### config.mk
export PLATFORM = sky130hd
export DESIGN_NAME = sha256_msg_feeder
export DESIGN_NICKNAME = d
export VERILOG_FILES = /design/src/rtl/sha256_pkg.sv /design/src/rtl/sha256_block_buf.sv /design/src/rtl/sha256_msg_feeder.sv
export SDC_FILE = /design/constraint.sdc
export NUM_CORES = 2
export LEC_CHECK = 0
export BUFFER_PORTS_ARGS = -buffer_cell sky130_fd_sc_hd__clkbuf_2
export CAP_MARGIN = 15
export CORE_AREA = 2 2 508 510
export DETAILED_ROUTE_END_ITERATION = 8
export DIE_AREA = 0 0 510 512
export SYNTH_ARGS = -nofsm -noshare
export SYNTH_HDL_FRONTEND = slang
export SYNTH_HIERARCHICAL = 1
export SYNTH_SLANG_ARGS = --single-unit
### constraint.sdc
create_clock -name clk -period 4.62 [get_ports clk]
set_input_delay 1.155 -clock clk [delete_from_list [all_inputs] [get_ports clk]]
set_output_delay 1.155 -clock clk [all_outputs]
set_load 0.005 [all_outputs]
### src/rtl/sha256_pkg.sv
// rtl/sha256_pkg.sv - shared widths, padding constants and feeder state encoding
package sha256_pkg;

  localparam int BLOCK_W      = 512;
  localparam int DIGEST_W     = 256;
  localparam int BLOCK_BYTES  = BLOCK_W / 8;
  localparam logic [7:0] PAD_BYTE = 8'h80;
  localparam int LEN_OFS      = 56;
  localparam int LEN_BITS     = BLOCK_W - 8 * LEN_OFS;

  typedef enum logic [2:0] {
    ST_FILL,
    ST_PAD,
    ST_LEN,
    ST_ISSUE,
    ST_WAIT,
    ST_OUT
  } state_e;

endpackage

### src/rtl/sha256_block_buf.sv
// rtl/sha256_block_buf.sv - 64-byte block buffer with indexed byte write, pad fill and length insert
module sha256_block_buf
  import sha256_pkg::*;
(
  input  logic                clk,
  input  logic                rst_n,
  input  logic                clr_i,
  input  logic                wr_en_i,
  input  logic [5:0]          wr_idx_i,
  input  logic [7:0]          wr_data_i,
  input  logic                pad_en_i,
  input  logic                len_en_i,
  input  logic [LEN_BITS-1:0] len_i,
  output logic [BLOCK_W-1:0]  block_o
);

  logic [BLOCK_W-1:0] block_q;

  // pad_en zeroes every byte above wr_idx; a following length insert overwrites 56..63
  always_ff @(posedge clk or negedge rst_n) begin
    if (!rst_n) begin
      block_q <= '0;
    end else if (clr_i) begin
      block_q <= '0;
    end else begin
      for (int i = 0; i < BLOCK_BYTES; i++) begin
        if (wr_en_i && (wr_idx_i == 6'(i))) begin
          block_q[BLOCK_W-1-8*i -: 8] <= wr_data_i;
        end else if (pad_en_i && (6'(i) > wr_idx_i)) begin
          block_q[BLOCK_W-1-8*i -: 8] <= 8'h00;
        end
      end
      if (len_en_i) begin
        block_q[LEN_BITS-1:0] <= len_i;
      end
    end
  end

  assign block_o = block_q;

endmodule

### src/rtl/sha256_msg_feeder.sv
// rtl/sha256_msg_feeder.sv - byte-stream to SHA-256 block issuer with padding and hash chaining
module sha256_msg_feeder
  import sha256_pkg::*;
#(
  parameter int LEN_W = 64
) (
  input  logic                clk,
  input  logic                rst_n,
  input  logic [7:0]          s_data,
  input  logic                s_valid,
  input  logic                s_last,
  input  logic                s_nodata,
  output logic                s_ready,
  output logic [BLOCK_W-1:0]  core_block,
  output logic                core_start,
  output logic                core_use_init,
  output logic [DIGEST_W-1:0] core_hash_init,
  input  logic                core_ready,
  input  logic [DIGEST_W-1:0] core_hash,
  output logic [DIGEST_W-1:0] digest,
  output logic                digest_valid
);

  state_e              state_q;
  logic [6:0]          idx_q;
  logic [LEN_W-1:0]    bitlen_q;
  logic                first_q;
  logic                pend_pad_q;
  logic                pend_len_q;
  logic                last_blk_q;
  logic [DIGEST_W-1:0] chain_q;
  logic                s_ready_q;
  logic                core_start_q;
  logic                use_init_q;
  logic [DIGEST_W-1:0] hash_init_q;
  logic [DIGEST_W-1:0] digest_q;
  logic                digest_valid_q;

  logic                accept;
  logic                idx_full;
  logic                buf_wr;
  logic                buf_pad;
  logic                buf_len;
  logic                buf_clr;
  logic [7:0]          buf_data;
  logic [LEN_BITS-1:0] len64;

  always_comb begin
    accept   = (state_q == ST_FILL) && s_valid && s_ready_q;
    idx_full = idx_q[6];
    buf_pad  = (state_q == ST_PAD) && !idx_full;
    buf_wr   = (accept && !s_nodata) || buf_pad;
    buf_data = (state_q == ST_PAD) ? PAD_BYTE : s_data;
    buf_len  = (state_q == ST_LEN);
    buf_clr  = (state_q == ST_WAIT) && core_ready;
    len64    = '0;
    len64[LEN_W-1:0] = bitlen_q;
  end

  sha256_block_buf u_buf (
    .clk       (clk),
    .rst_n     (rst_n),
    .clr_i     (buf_clr),
    .wr_en_i   (buf_wr),
    .wr_idx_i  (idx_q[5:0]),
    .wr_data_i (buf_data),
    .pad_en_i  (buf_pad),
    .len_en_i  (buf_len),
    .len_i     (len64),
    .block_o   (core_block)
  );

  always_ff @(posedge clk or negedge rst_n) begin
    if (!rst_n) begin
      state_q        <= ST_FILL;
      idx_q          <= '0;
      bitlen_q       <= '0;
      first_q        <= 1'b1;
      pend_pad_q     <= 1'b0;
      pend_len_q     <= 1'b0;
      last_blk_q     <= 1'b0;
      chain_q        <= '0;
      s_ready_q      <= 1'b0;
      core_start_q   <= 1'b0;
      use_init_q     <= 1'b0;
      hash_init_q    <= '0;
      digest_q       <= '0;
      digest_valid_q <= 1'b0;
    end else begin
      core_start_q   <= 1'b0;
      digest_valid_q <= 1'b0;
      // Core-facing chain inputs only track while building a block, so they hold from ISSUE through WAIT
      if (state_q inside {ST_FILL, ST_PAD, ST_LEN}) begin
        use_init_q  <= !first_q;
        hash_init_q <= chain_q;
      end
      case (state_q)
        ST_FILL: begin
          s_ready_q <= 1'b1;
          if (accept) begin
            if (!s_nodata) begin
              idx_q    <= idx_q + 7'd1;
              bitlen_q <= bitlen_q + LEN_W'(8);
            end
            if (s_last) begin
              s_ready_q <= 1'b0;
              state_q   <= ST_PAD;
            end else if (!s_nodata && (idx_q == 7'd63)) begin
              s_ready_q    <= 1'b0;
              core_start_q <= 1'b1;
              state_q      <= ST_ISSUE;
            end
          end
        end
        ST_PAD: begin
          if (idx_full) begin
            pend_pad_q   <= 1'b1;
            core_start_q <= 1'b1;
            state_q      <= ST_ISSUE;
          end else if (idx_q <= 7'(LEN_OFS - 1)) begin
            state_q <= ST_LEN;
          end else begin
            pend_len_q   <= 1'b1;
            core_start_q <= 1'b1;
            state_q      <= ST_ISSUE;
          end
        end
        ST_LEN: begin
          last_blk_q   <= 1'b1;
          core_start_q <= 1'b1;
          state_q      <= ST_ISSUE;
        end
        ST_ISSUE: begin
          state_q <= ST_WAIT;
        end
        ST_WAIT: begin
          if (core_ready) begin
            chain_q <= core_hash;
            first_q <= 1'b0;
            idx_q   <= '0;
            if (last_blk_q) begin
              last_blk_q <= 1'b0;
              state_q    <= ST_OUT;
            end else if (pend_pad_q) begin
              pend_pad_q <= 1'b0;
              state_q    <= ST_PAD;
            end else if (pend_len_q) begin
              pend_len_q <= 1'b0;
              state_q    <= ST_LEN;
            end else begin
              s_ready_q <= 1'b1;
              state_q   <= ST_FILL;
            end
          end
        end
        ST_OUT: begin
          digest_q       <= core_hash;
          digest_valid_q <= 1'b1;
          bitlen_q       <= '0;
          first_q        <= 1'b1;
          s_ready_q      <= 1'b1;
          state_q        <= ST_FILL;
        end
        default: begin
          state_q <= ST_FILL;
        end
      endcase
    end
  end

  assign s_ready        = s_ready_q;
  assign core_start     = core_start_q;
  assign core_use_init  = use_init_q;
  assign core_hash_init = hash_init_q;
  assign digest         = digest_q;
  assign digest_valid   = digest_valid_q;

endmodule

==> results.md <==
* Nets at 6944
* Longest Clk Path Bufs at 3
* Core ar. at 0.256 mm^2
* Crit. End Element: flip-flop
* Synth-to-layout area growth at 30.2%
* Startpoint types: flip-flop
* Slew @ Worst Pin at 1.43 ns
* CP Max Fanout at 20
* Main combinational cell family by area after synthesis: simple AND/OR/NAND/NOR gates
* Via count at 46800
* Seq/Total Area, Yosys at 63.4%
* Non-filler cells, final at 10200
* Largest net degree at the start of global routing at 145
* Total power at 45.7 mW
* Die width at 510 um
* Logic pwr share at 32.2%
* CTS HTree Levels at 4
* PostCTS Resize Cnt at 0
* First-pass GRT wire length at 350000 um
* FMAX at 0.258 GHz
* Syn avg cell area at 9.94 um^2
* Syn Inst Count at 5398
* Clk_skew at 0.0298 ns
* Sw Ratio at 39.5%
* XOR/XNOR Fraction of Synth Area at 0.408%
* Setup slack at placement at 0.382 ns
* Final hold vios at 0
* Die Y at 512 um
* Clock Tree Root: clkbuf_16
* Total GRT Usage at 18.3%
* FP Rows at 186
* Post-CTS setup buffer count at 0
* Synth Area in Simple Gates at 22.6%
* VDD IR max at 0.420 mV
* Post-synthesis adder-cell area fraction at 0.0467%
* RSZ-0062 raised after global routing: false
* Routability cong. at 0.928
* Clk sinks at 1359
* CTS Buf Count at 152
* Die area at 0.261 mm^2
* Final Max Tran Viols at 0
* Final wirelength at 247000 um
* Critical path's most frequent cell: buf_4
* Synth top area share at 63.4%
* Critical Path, Cell by Cell: nand2_1 > o21ai_2 > buf_4 > nand3b_1 > nor2_1 > buf_4 > nor3_2 > a22o_1
* WS Path Type: reg2reg
* Finish-stage setup viols at 0
* Sequential group share of total power at 39.7%
* DR iter-0 viols at 4607
* Asr flop ratio synth at 100%
* Synth cell types at 98
* Final worst slack at 0.749 ns
* PwrDens at 654 mW/mm^2
* IO Count at 1298
* Post-synth top cells: nand2_1 (2504), dfrtp_1 (1358), a22o_1 (312)
* Clock network power share at 28.1%
* DR WL/cell at 24.2 um
* Mapped cell area at 0.0536 mm^2
* Slowest CP cell: dfrtp_1
* Placed instance area at 0.0645 mm^2
* Tcrit/Tclk final at 83.8%
* Status: finished, final reports clean
* Final core occ at 27.3%
* Fraction of layout cells with a size suffix above 1 at 26.7%
* NetSw at 18.0 mW
* Ys Warns at 6
* Leak at 36.3 nW
* Area contributors post-synth: dfrtp_1 (63%), nand2_1 (18%), a22o_1 (5.1%), clkbuf_1 (1.7%), o21ai_0 (1.3%)
* Max cap viols at 0
* Via density at 4.59
* Minimum clock period at 3.87 ns
* Setup TNS at 0 ns
* Post-synth EDFFs at 0
* Residual DRC at 0
* Post-cts hold buffer count at 0
* Synth Area in Compound Gates at 10.5%
* Routed Antenna Nets at 0
* CTS tree: yes
* Placed Cells at 9901
* WP data required at 5.28 ns
* Initial Util at 21.0%
* WHS at 0.296 ns
* Post-DP HPWL at 187000 um
* Mux share of post-synthesis cell area at 0.210%
* #FFs+latches synth at 1359
* Slew headroom at 4.67%
* WP data arrival at 4.54 ns
* Count leader, synth: nand2_1
* First-pass DRT Iterations at 6
* Initial antenna violation count at 33
* Grt total ovfl at 0
* Largest area contributor in the netlist: dfrtp_1
* Worst Hold Class: in2async
* CP peak stage delay at 0.74 ns
* Vias in the first global route at 46200
* Pint at 27.6 mW
* Port Buffer Count at 1297
* Top FF cell, synth: dfrtp_1
* Worst-Skew Late Latency at 0.80 ns
* Design area at 0.0698 mm^2
* Clock slew at reported path FFs at 0.06 ns
[power by group through the flow]
stage	registers, mW	logic [mW]	clock network, mW
2_1_floorplan	17.7	6.75	0
6_report	18.1	14.7	12.8
4_1_cts	18.1	14.9	13.1
5_1_grt	18.5	16.1	13.6
3_5_place_dp	18.2	14.8	0
3_3_place_gp	18.1	14.6	0
[final timing paths]
check,start,endpoint,cells after the start,slack (ns)
worst max-delay path,state_q[0]$_DFFE_PN0P_,u_buf/block_o[270]$_DFFE_PN0P_,8,0.75
worst min-delay path,rst_n,u_buf/block_o[437]$_DFFE_PN0P_,1,0.30
worst max register to register,state_q[0]$_DFFE_PN0P_,u_buf/block_o[270]$_DFFE_PN0P_,8,0.75
worst min register to register,chain_q[75]$_DFFE_PN0P_,core_hash_init[75]$_DFFE_PN0P_,2,0.45
max in group asynchronous,rst_n,core_hash_init[93]$_DFFE_PN0P_,3,2.71
min in group clk,chain_q[75]$_DFFE_PN0P_,core_hash_init[75]$_DFFE_PN0P_,2,0.45
[routing by layer]
| metal | track usage, % | wire length (um) | vias to the layer above |
|---|---|---|---|
| li1 | - | - | 20500 |
| met1 | 21.4 | 92000 | 23400 |
| met2 | 29.1 | 114000 | 2488 |
| met3 | 6.07 | 25000 | 483 |
| met4 | 11.1 | 16400 | 10 |
| met5 | 0 | 71 | - |
[state kept, by name, summed over array words and instances, names as in the netlist]
| signal | flops |
|---|---|
| core_start | 1 |
| s_ready | 1 |
| pend_pad_q | 1 |
| first_q | 1 |
| chain_q | 256 |
| core_use_init | 1 |
| pend_len_q | 1 |
| digest_valid | 1 |
| idx_q | 7 |
| digest | 256 |
| bitlen_q | 61 |
| state_q | 3 |
| u_buf/block_o | 512 |
| last_blk_q | 1 |
| core_hash_init | 256 |
[logic make-up after synthesis]
logic type / count (synthesis)
adder cells (fa/ha/maj): 2
buffers and inverters: 353
other: 1
AO/OA/AOI/OAI: 704
flip-flops: 1359
AND/OR/NAND/NOR: 2943
multiplexers: 11
XOR/XNOR: 25
[final cells by class]
| cell class | count | area (um^2) |
|---|---|---|
| tap | 3384 | 4230 |
| clock inverter | 57 | 714 |
| timing repair buffer | 1441 | 7850 |
| clock buffer | 221 | 4570 |
| sequential | 1359 | 34000 |
| inverter | 30 | 128 |
| multi-input combinational | 3688 | 18300 |
| antenna | 26 | 65.1 |
| fill | 27000 | 186000 |
[critical path: cells and delay by family (launching register included)]
| kind | cells | cell delay (ns) |
|---|---|---|
| flip-flops | 1 | 0.74 |
| AO/OA/AOI/OAI | 2 | 0.91 |
| buffers and inverters | 2 | 0.55 |
| AND/OR/NAND/NOR | 4 | 1.54 |
[layout by cell type, fill, tap and decap left out, types with 9 or more instances in the layout]
cell type | netlist | layout
nor4_1 | 12 | 12
a22o_1 | 312 | 312
nor3_1 | 12 | 12
diode_2 | 0 | 26
and4_1 | 9 | 9
o31ai_1 | 19 | 19
dfrtp_1 | 1358 | 1353
a221o_1 | 56 | 56
a221oi_2 | 11 | 11
a21oi_1 | 65 | 64
a211oi_2 | 9 | 9
mux2i_1 | 9 | 9
buf_12 | 0 | 22
nand2b_1 | 10 | 10
and3_1 | 17 | 17
nand4_1 | 23 | 23
or3_1 | 18 | 18
bufinv_16 | 0 | 10
xnor2_1 | 14 | 14
nor2b_4 | 0 | 9
clkbuf_1 | 243 | 24
or4_1 | 21 | 21
clkbuf_16 | 0 | 157
nor2_1 | 129 | 128
clkbuf_2 | 0 | 1297
o21ai_0 | 139 | 138
a32o_1 | 9 | 9
nor3_2 | 9 | 9
a32oi_1 | 9 | 9
nand3_1 | 67 | 66
inv_1 | 27 | 27
clkinv_2 | 0 | 24
o41ai_1 | 11 | 11
xor2_1 | 11 | 11
nand2_1 | 2504 | 2503
buf_4 | 7 | 122
clkbuf_8 | 0 | 40
o21ai_1 | 9 | 9
and2_1 | 18 | 18
Power figures use the tool's default switching activity.
